`config.mk`:
```
export PLATFORM = sky130hd
export DESIGN_NAME = spi_mem_arbiter
export DESIGN_NICKNAME = d
export VERILOG_FILES = /design/src/rtl/spi_mem_arbiter.sv
export SDC_FILE = /design/constraint.sdc
export NUM_CORES = 1
export LEC_CHECK = 0
export CORE_MARGIN = 2
export CORE_UTILIZATION = 23
export CTS_CLUSTER_DIAMETER = 120
export DETAILED_ROUTE_END_ITERATION = 16
export HOLD_SLACK_MARGIN = 0.08
export SLEW_MARGIN = 5
export SYNTH_ARGS = -nofsm -noshare
export SYNTH_HDL_FRONTEND = slang
export SYNTH_SLANG_ARGS = --single-unit
```
`constraint.sdc`:
```
create_clock -name clk_in -period 4.7 [get_ports clk_in]
set_clock_uncertainty 0.15 [all_clocks]
set_input_delay 0.94 -clock clk_in [delete_from_list [all_inputs] [get_ports clk_in]]
set_output_delay 0.94 -clock clk_in [all_outputs]
set_load 0.01 [all_outputs]
```
`src/rtl/spi_mem_arbiter.sv`:
```
// spi_mem_arbiter: shares one SPI flash/PSRAM controller between port A (CPU) and port B (DMA/debug).
// Optional build macro SPI_ARB_ROUND_ROBIN_EN swaps fixed port-A priority for round-robin on ties.
module spi_mem_arbiter #(
    parameter int unsigned ISSUE_TIMEOUT = 64
) (
    input  logic        clk_in,
    input  logic        reset_in,
    input  logic        a_req_in,
    input  logic [1:0]  a_type_in,
    input  logic [15:0] a_addr_in,
    input  logic [7:0]  a_wdata_in,
    output logic        a_ack_out,
    output logic        a_err_out,
    output logic [15:0] a_rdata_out,
    input  logic        b_req_in,
    input  logic [1:0]  b_type_in,
    input  logic [15:0] b_addr_in,
    input  logic [7:0]  b_wdata_in,
    output logic        b_ack_out,
    output logic        b_err_out,
    output logic [15:0] b_rdata_out,
    output logic [15:0] mem_addr_out,
    output logic        mem_addr_valid_out,
    output logic [1:0]  mem_type_out,
    output logic [7:0]  mem_wdata_out,
    input  logic [15:0] mem_flash_data_in,
    input  logic        mem_flash_valid_in,
    input  logic [7:0]  mem_psram_data_in,
    input  logic        mem_psram_valid_in,
    input  logic        mem_busy_in,
    output logic        grant_b_out
);

    typedef enum logic [1:0] {
        ST_IDLE  = 2'd0,
        ST_ISSUE = 2'd1,
        ST_WAIT  = 2'd2,
        ST_DONE  = 2'd3
    } state_t;

    localparam logic [1:0] TYPE_NONE    = 2'd0;
    localparam logic [1:0] TYPE_IMEM_RD = 2'd1;
    localparam logic [1:0] TYPE_DMEM_RD = 2'd2;
    localparam logic [1:0] TYPE_DMEM_WR = 2'd3;
    localparam logic       OWNER_A      = 1'b0;
    localparam logic       OWNER_B      = 1'b1;
    localparam logic [7:0] TIMEOUT_C    = 8'(ISSUE_TIMEOUT);

    state_t      state_r;
    state_t      state_s;
    logic        owner_r;
    logic        owner_s;
    logic [15:0] addr_r;
    logic [15:0] addr_s;
    logic [1:0]  type_r;
    logic [1:0]  type_s;
    logic [7:0]  wdata_r;
    logic [7:0]  wdata_s;
    logic [7:0]  cnt_r;
    logic [7:0]  cnt_s;
    logic        err_s;
    logic        cap_s;
    logic [15:0] cap_data_s;
    logic        a_valid_s;
    logic        b_valid_s;
    logic        pick_b_s;
    logic        busy_phase_s;
    logic        a_done_s;
    logic        b_done_s;

    logic        mem_valid_r;
    logic [1:0]  mem_type_r;
    logic [15:0] mem_addr_r;
    logic [7:0]  mem_wdata_r;
    logic        a_ack_r;
    logic        a_err_r;
    logic [15:0] a_rdata_r;
    logic        b_ack_r;
    logic        b_err_r;
    logic [15:0] b_rdata_r;
    logic        grant_b_r;

    assign a_valid_s = a_req_in && (a_type_in != TYPE_NONE);
    assign b_valid_s = b_req_in && (b_type_in != TYPE_NONE);

`ifdef SPI_ARB_ROUND_ROBIN_EN
    logic last_owner_r;
    logic last_owner_s;

    // While in DONE the flag has not caught up yet, so the current owner is the last one.
    assign last_owner_s = (state_r == ST_DONE) ? owner_r : last_owner_r;
    assign pick_b_s     = b_valid_s && (!a_valid_s || (last_owner_s == OWNER_A));

    // Last-owner flag, reset to B so that A takes the first tie.
    always_ff @(posedge clk_in) begin
        if (reset_in) begin
            last_owner_r <= OWNER_B;
        end else if (state_r == ST_DONE) begin
            last_owner_r <= owner_r;
        end else begin
            last_owner_r <= last_owner_r;
        end
    end
`else
    assign pick_b_s = b_valid_s && !a_valid_s;
`endif

    // Next-state, request latching and completion detection.
    always_comb begin
        state_s    = state_r;
        owner_s    = owner_r;
        addr_s     = addr_r;
        type_s     = type_r;
        wdata_s    = wdata_r;
        cnt_s      = cnt_r;
        err_s      = 1'b0;
        cap_s      = 1'b0;
        cap_data_s = 16'h0000;
        case (state_r)
            // DONE arbitrates like IDLE so back-to-back transfers lose only one valid cycle.
            ST_IDLE, ST_DONE: begin
                if (a_valid_s || b_valid_s) begin
                    state_s = ST_ISSUE;
                    owner_s = pick_b_s;
                    addr_s  = pick_b_s ? b_addr_in : a_addr_in;
                    type_s  = pick_b_s ? b_type_in : a_type_in;
                    wdata_s = pick_b_s ? b_wdata_in : a_wdata_in;
                    cnt_s   = 8'd0;
                end else begin
                    state_s = ST_IDLE;
                end
            end
            ST_ISSUE: begin
                if (mem_busy_in) begin
                    state_s = ST_WAIT;
                end else if (cnt_r == TIMEOUT_C) begin
                    state_s = ST_DONE;
                    err_s   = 1'b1;
                end else begin
                    cnt_s = cnt_r + 8'd1;
                end
            end
            ST_WAIT: begin
                case (type_r)
                    TYPE_IMEM_RD: begin
                        if (mem_flash_valid_in) begin
                            state_s    = ST_DONE;
                            cap_s      = 1'b1;
                            cap_data_s = mem_flash_data_in;
                        end else begin
                            state_s = ST_WAIT;
                        end
                    end
                    TYPE_DMEM_RD: begin
                        if (mem_psram_valid_in) begin
                            state_s    = ST_DONE;
                            cap_s      = 1'b1;
                            cap_data_s = {8'h00, mem_psram_data_in};
                        end else begin
                            state_s = ST_WAIT;
                        end
                    end
                    TYPE_DMEM_WR: begin
                        if (!mem_busy_in) begin
                            state_s = ST_DONE;
                        end else begin
                            state_s = ST_WAIT;
                        end
                    end
                    default: state_s = ST_IDLE;
                endcase
            end
            default: state_s = ST_IDLE;
        endcase
    end

    assign busy_phase_s = (state_s == ST_ISSUE) || (state_s == ST_WAIT);
    assign a_done_s     = (state_s == ST_DONE) && (owner_s == OWNER_A);
    assign b_done_s     = (state_s == ST_DONE) && (owner_s == OWNER_B);

    // State, latches and registered outputs; outputs are decoded from the next state.
    always_ff @(posedge clk_in) begin
        if (reset_in) begin
            state_r     <= ST_IDLE;
            owner_r     <= OWNER_A;
            addr_r      <= 16'h0000;
            type_r      <= TYPE_NONE;
            wdata_r     <= 8'h00;
            cnt_r       <= 8'd0;
            mem_valid_r <= 1'b0;
            mem_type_r  <= TYPE_NONE;
            mem_addr_r  <= 16'h0000;
            mem_wdata_r <= 8'h00;
            a_ack_r     <= 1'b0;
            a_err_r     <= 1'b0;
            a_rdata_r   <= 16'h0000;
            b_ack_r     <= 1'b0;
            b_err_r     <= 1'b0;
            b_rdata_r   <= 16'h0000;
            grant_b_r   <= 1'b0;
        end else begin
            state_r     <= state_s;
            owner_r     <= owner_s;
            addr_r      <= addr_s;
            type_r      <= type_s;
            wdata_r     <= wdata_s;
            cnt_r       <= cnt_s;
            mem_valid_r <= busy_phase_s;
            mem_type_r  <= busy_phase_s ? type_s : TYPE_NONE;
            mem_addr_r  <= busy_phase_s ? addr_s : 16'h0000;
            mem_wdata_r <= busy_phase_s ? wdata_s : 8'h00;
            a_ack_r     <= a_done_s;
            a_err_r     <= a_done_s && err_s;
            b_ack_r     <= b_done_s;
            b_err_r     <= b_done_s && err_s;
            a_rdata_r   <= (a_done_s && cap_s) ? cap_data_s : a_rdata_r;
            b_rdata_r   <= (b_done_s && cap_s) ? cap_data_s : b_rdata_r;
            grant_b_r   <= (state_s != ST_IDLE) && (owner_s == OWNER_B);
        end
    end

    assign mem_addr_valid_out = mem_valid_r;
    assign mem_type_out       = mem_type_r;
    assign mem_addr_out       = mem_addr_r;
    assign mem_wdata_out      = mem_wdata_r;
    assign a_ack_out          = a_ack_r;
    assign a_err_out          = a_err_r;
    assign a_rdata_out        = a_rdata_r;
    assign b_ack_out          = b_ack_r;
    assign b_err_out          = b_err_r;
    assign b_rdata_out        = b_rdata_r;
    assign grant_b_out        = grant_b_r;

endmodule

```
# After elaboration in Yosys (flattened, before gate mapping)
# Index checks and enable logic that the tools add are counted.
[word_totals] out_inout_bits=64 register_bits=101 elab_cells=88
[classes] n_bitwise=2 reduce_logical=21 muxes=34 n_eq_ne=13 add_sub_neg=1
[ops] operator="2-to-1 mux 16 bit" n=5
[ops] operator="2-to-1 mux 8 bit" n=7
[ops] operator="one-hot mux 16 bit (2 select lines)" n=1
[ops] operator="one-hot mux 8 bit (2 select lines)" n=1
[ops] operator="equality test 2 bit, second input constant" n=6
[ops] operator="2-to-1 mux 1 bit" n=12
[ops] operator="one-hot mux 2 bit (3 select lines)" n=2
[ops] operator="logical AND 1 bit" n=10
[ops] operator="2-to-1 mux 2 bit" n=5
[ops] operator="adder 8 x 1 -> 8 bit, second input constant" n=1
[ops] operator="equality test 8 x 7 -> 1 bit, second input constant" n=1
[ops] operator="nonzero test 2 bit" n=4
[ops] operator="equality test 2 x 1 -> 1 bit, second input constant" n=3
[ops] operator="!= test 2 bit, second input constant" n=3
[ops] operator="AND reduction 4 bit" n=1
[ops] operator="OR reduction 2 bit" n=2
[ops] operator="logical NOT 2 bit" n=1
[ops] operator="logical OR 1 bit" n=2
[ops] operator="NOT 1 bit" n=2
[ops] operator="one-hot mux 1 bit (2 select lines)" n=1
[ops] operator="logical NOT 1 bit" n=1

# Longest topological paths before layout
[logic_depth] ltp_word=9 ltp_mapped=12

# Worst setup path before layout
# Ideal clock, no wire load.
[synth_timing] path_kind="input port to flip-flop" from="in mem_psram_valid_in" to="reg a_rdata_r[0] (netlist: a_rdata_out[0])" arrival_time_ns=2.912 path_buffers=2 slack_ns=1.517 setup_time_ns=0.121 path_stages=9 required_time_ns=4.429 path_cell_list="and2_1 > buf_2 > o31a_1 > o31a_1 > ha_1 > o2111a_1 > nand2_1 > buf_4 > mux2_2"
[synth_via] elab_chain_cells=6 word_cells_on_any_way=12 classes_between="eq/ne (1); mux (9); reduce/logical (2)"
[synth_rtl] element="from (decl)" line_no="29" source="input logic mem_psram_valid_in,"
[synth_rtl] element="2-to-1 mux 1 bit" line_no="155" source="if (mem_psram_valid_in) begin"
[synth_rtl] element="one-hot mux 2 bit (3 select lines)" line_no="144" source="case (type_r)"
[synth_rtl] element="one-hot mux 2 bit (3 select lines)" line_no="119" source="case (state_r)"
[synth_rtl] element="net state_s[0]" line_no="50" source="state_t state_s;"
[synth_rtl] element="equality test 2 bit" line_no="178" source="assign a_done_s = (state_s == ST_DONE) && (owner_s == OWNER_A);"
[synth_rtl] element="logical AND 1 bit" line_no="178"
[synth_rtl] element="logical AND 1 bit" line_no="216" source="a_rdata_r <= (a_done_s && cap_s) ? cap_data_s : a_rdata_r;"
[synth_rtl] element="to (signal assigned)" line_no="216"
[synth_rtl] element="to (decl)" line_no="77" source="logic [15:0] a_rdata_r;"
# The timed path passes the listed nets, and every way through them passes these cells.
# A chain may end at the register's enable or synchronous reset.

# Worst setup path after layout
[layout_timing] from="in b_type_in[1]" to="reg a_rdata_r[9] (netlist: a_rdata_out[9])"
[layout_via] elab_chain_cells=8 word_cells_on_any_way=12 classes_between="eq/ne (1); mux (4); bitwise (1); reduce/logical (6)"
[layout_rtl] element="from (decl)" line_no="16" source="input logic [1:0] b_type_in,"
[layout_rtl] element="nonzero test 2 bit (*)" line_no="84" source="assign b_valid_s = b_req_in && (b_type_in != TYPE_NONE);"
[layout_rtl] element="logical AND 1 bit (*)" line_no="84"
[layout_rtl] element="logical OR 1 bit or logical AND 1 bit (tied branches)" line_no="122, 105"
[layout_rtl] element="2-to-1 mux 1 bit" line_no="122" source="if (a_valid_s || b_valid_s) begin"
[layout_rtl] element="one-hot mux 2 bit (3 select lines) or 2-to-1 mux 1 bit (tied branches)" line_no="119"
[layout_rtl] element="equality test 2 bit or NOT 1 bit (tied branches)" line_no="178"
[layout_rtl] element="logical AND 1 bit (*)" line_no="178"
[layout_rtl] element="logical AND 1 bit (*)" line_no="216"
# Mark *: on every way between the ends. The rest lies on a longest branch, timed or not.

==> metrics.yaml <==
outcome: "finished, final reports clean"
setup_tns_ns: 0
worstSetupEndpointType: "register"
ir_drop_mv: 0.199
place_ws_ns: 0.829
finalWorstSetupSlack_ns: 1.32
setup-violations-final: 0
path_max_fanout: 24
track_usage_pct: 12.8
r2r_cells: 8
dieArea_um2: 19000
io_pins: 147
maxSlewHeadroom_pct: 30.4
netlist-cell-type-count: 42
hpwl_um: 8660
holdPathStages: 2
cts.sink_count: 101
combPwrFrac_pct: 17.7
max_freq_ghz: 0.296
netlist_top_cells_count: "dfxtp_1 (101), a211oi_1 (48), nor2_1 (41)"
drc: 0
slew_viol_final: 0
syn_area_um2: 4120
die_y_um: 138
numCtsBuffers: 9
grt_overflow: 0
yosysTopAreaCell: "dfxtp_1"
internal_power_w: 0.00157
worst_ep_arrival_time_ns: 3.47
min_period_ns: 3.38
initial_core_util_pct: 23.6
power.density_nw_per_um2: 348
synth.most_common_cell: "dfxtp_1"
place_congestion: 0.797
dr.first_iter.drc_count: 193
synth_top_area_share_pct: 49.1
seq_area_frac_synth_pct: 49.1
synth_seq_cells: 101
cts_tree: "yes"
finalHoldViolCount: 0
required_ns: 4.79
vias: 3736
drt-vias-per-instance: 4.75
grt_max_degree: 60
drv_cap: 0
grt_pass1_vias: 3648
clock_power_share_pct: 38.2
cts-root-buf: "clkbuf_16"
synthesis.nets: 522
post-route-util_pct: 34.9
worst_pin_slew_ns: 1.04
yosysWarnings: 0
cts_setup_buffers: 0
post_cts_resized: 0
p_sw_share_pct: 26.2
area_delta_synth_final_pct: 47.8
synth_edf_count: 0
clk_path_buf_depth: 2
p_seq_share_pct: 44.1
netlist_instances: 429
avgSynthCellArea_um2: 9.60
grt_pass1_wl_um: 18400
period_share_pct: 71.9
antenna_found_initial: 0
p_leak_nw: 2.18
insertion_delay_ns: 0.35
worstSetupPathType: "in -> reg"
fp.dieW_um: 138
cts.htree.levels: 3
path_clk_slew_ns: 0.07
port_buffers: 146
synth_area_leaders: "dfxtp_1 (49%), a211oi_1 (8.7%), nor2_1 (3.7%)"
cts_hold_buf: 0
rsz0062_at_grt: "no"
row_count: 48
final_nets: 649
wl_per_cell_um: 15.6
core-area_um2: 17400
dr.pass1.iters: 4
power_switching_w: 0.000554
cp-start-kind: "primary input"
antennaDiodeCount: 0
detail-route-antenna-nets: 0
layout-drive-gt1-share_pct: 9.80
routed_wl_um: 12200
min_path_type: "reg -> reg"
ys.flop_type: "dfxtp_1"
whs_ns: 0.313
async_flop_share_pct: 0
## power groups by stage
| stage | Sequential, W | Clock, W | Combinational (W) |
|---|---|---|---|
| floorplan | 0.000967 | 0 | 0.000180 |
| global placement | 0.000954 | 0 | 0.000366 |
| detailed placement | 0.000955 | 0 | 0.000376 |
| CTS | 0.000935 | 0.000839 | 0.000377 |
| global route | 0.000940 | 0.000880 | 0.000414 |
| finish | 0.000935 | 0.000810 | 0.000375 |
## kinds of logic (layout without fill, tap and decap cells)
kind of cell             after synthesis  in the layout  share of synthesized area (%)
adder cells (fa/ha/maj)               10             10                           3.04
AO/OA/AOI/OAI                        126            126                           23.0
buffers and inverters                 48            180                           4.77
multiplexers                          19             19                           4.86
flip-flops                           101            101                           49.1
AND/OR/NAND/NOR                      125            125                           15.3
## worst max-delay path: stages
cell             delay [ns]
clkdlybuf4s50_1        0.46
o211a_1                0.28
o21bai_2               0.81
nand2_1                0.50
buf_4                  0.34
mux2i_1                0.13
## state kept, by name, summed over array words and instances (netlist names), 2 cells and up
signal         flops
a_rdata_out       16
addr_r            16
b_rdata_out       16
cnt_r              8
mem_addr_out      16
mem_type_out       2
mem_wdata_out      8
state_r            2
type_r             2
wdata_r            8
## metal layers
layer	GRT usage [%]	routed length, um
met1	15.0	5250
met4	3.85	148
met5	0	0
met3	5.63	1370
met2	21.2	5470
## cells in the final DEF (no fill, tap or decap), types with 4 or more instances in the layout
cell               n
a22oi_1           10
o21ai_0            7
nor2b_1           11
a211oi_1          48
ha_1               9
clkdlybuf4s50_1  145
nand2b_1           4
dfxtp_1          101
clkbuf_16          9
nor4_1            11
nand2_1           14
nor2_1            41
or3_1              4
buf_4              7
mux2_2             8
a31o_2            16
nand3_1           13
a21oi_1            4
mux2i_1           11
nor3_1            11
o22ai_1           24
inv_1             11
## metrics by stage
| stage | total power (W) | instance area (um2) | instances |
|---|---|---|---|
| 2_1_floorplan | 0.00115 | 4120 | 429 |
| 3_3_place_gp | 0.00132 | 5760 | 770 |
| 3_5_place_dp | 0.00133 | 5760 | 770 |
| 4_1_cts | 0.00215 | 6080 | 786 |
| 5_1_grt | 0.00223 | 6090 | 786 |
| 6_report | 0.00212 | 6090 | 786 |
## final cells by class
class                   instances  area, um2
fillers                      1763      11300
flip-flops and latches        101       2020
multi-input cells             280       1910
repair buffers                153       1510
well taps                     225        282
clock buffers                  10        229
clock inverters                 6       95.1
inverters                      11       41.3
## final timing paths
kind | start | to | slack [ns]
worst max-delay path | b_type_in[1] | a_rdata_out[9] | 1.32
worst min-delay path | a_rdata_out[15] | a_rdata_out[15] | 0.31
worst max register to register | state_r[0] | a_rdata_out[9] | 1.35
worst min register to register | a_rdata_out[15] | a_rdata_out[15] | 0.31
No activity file was read; power rests on OpenSTA's default activity.
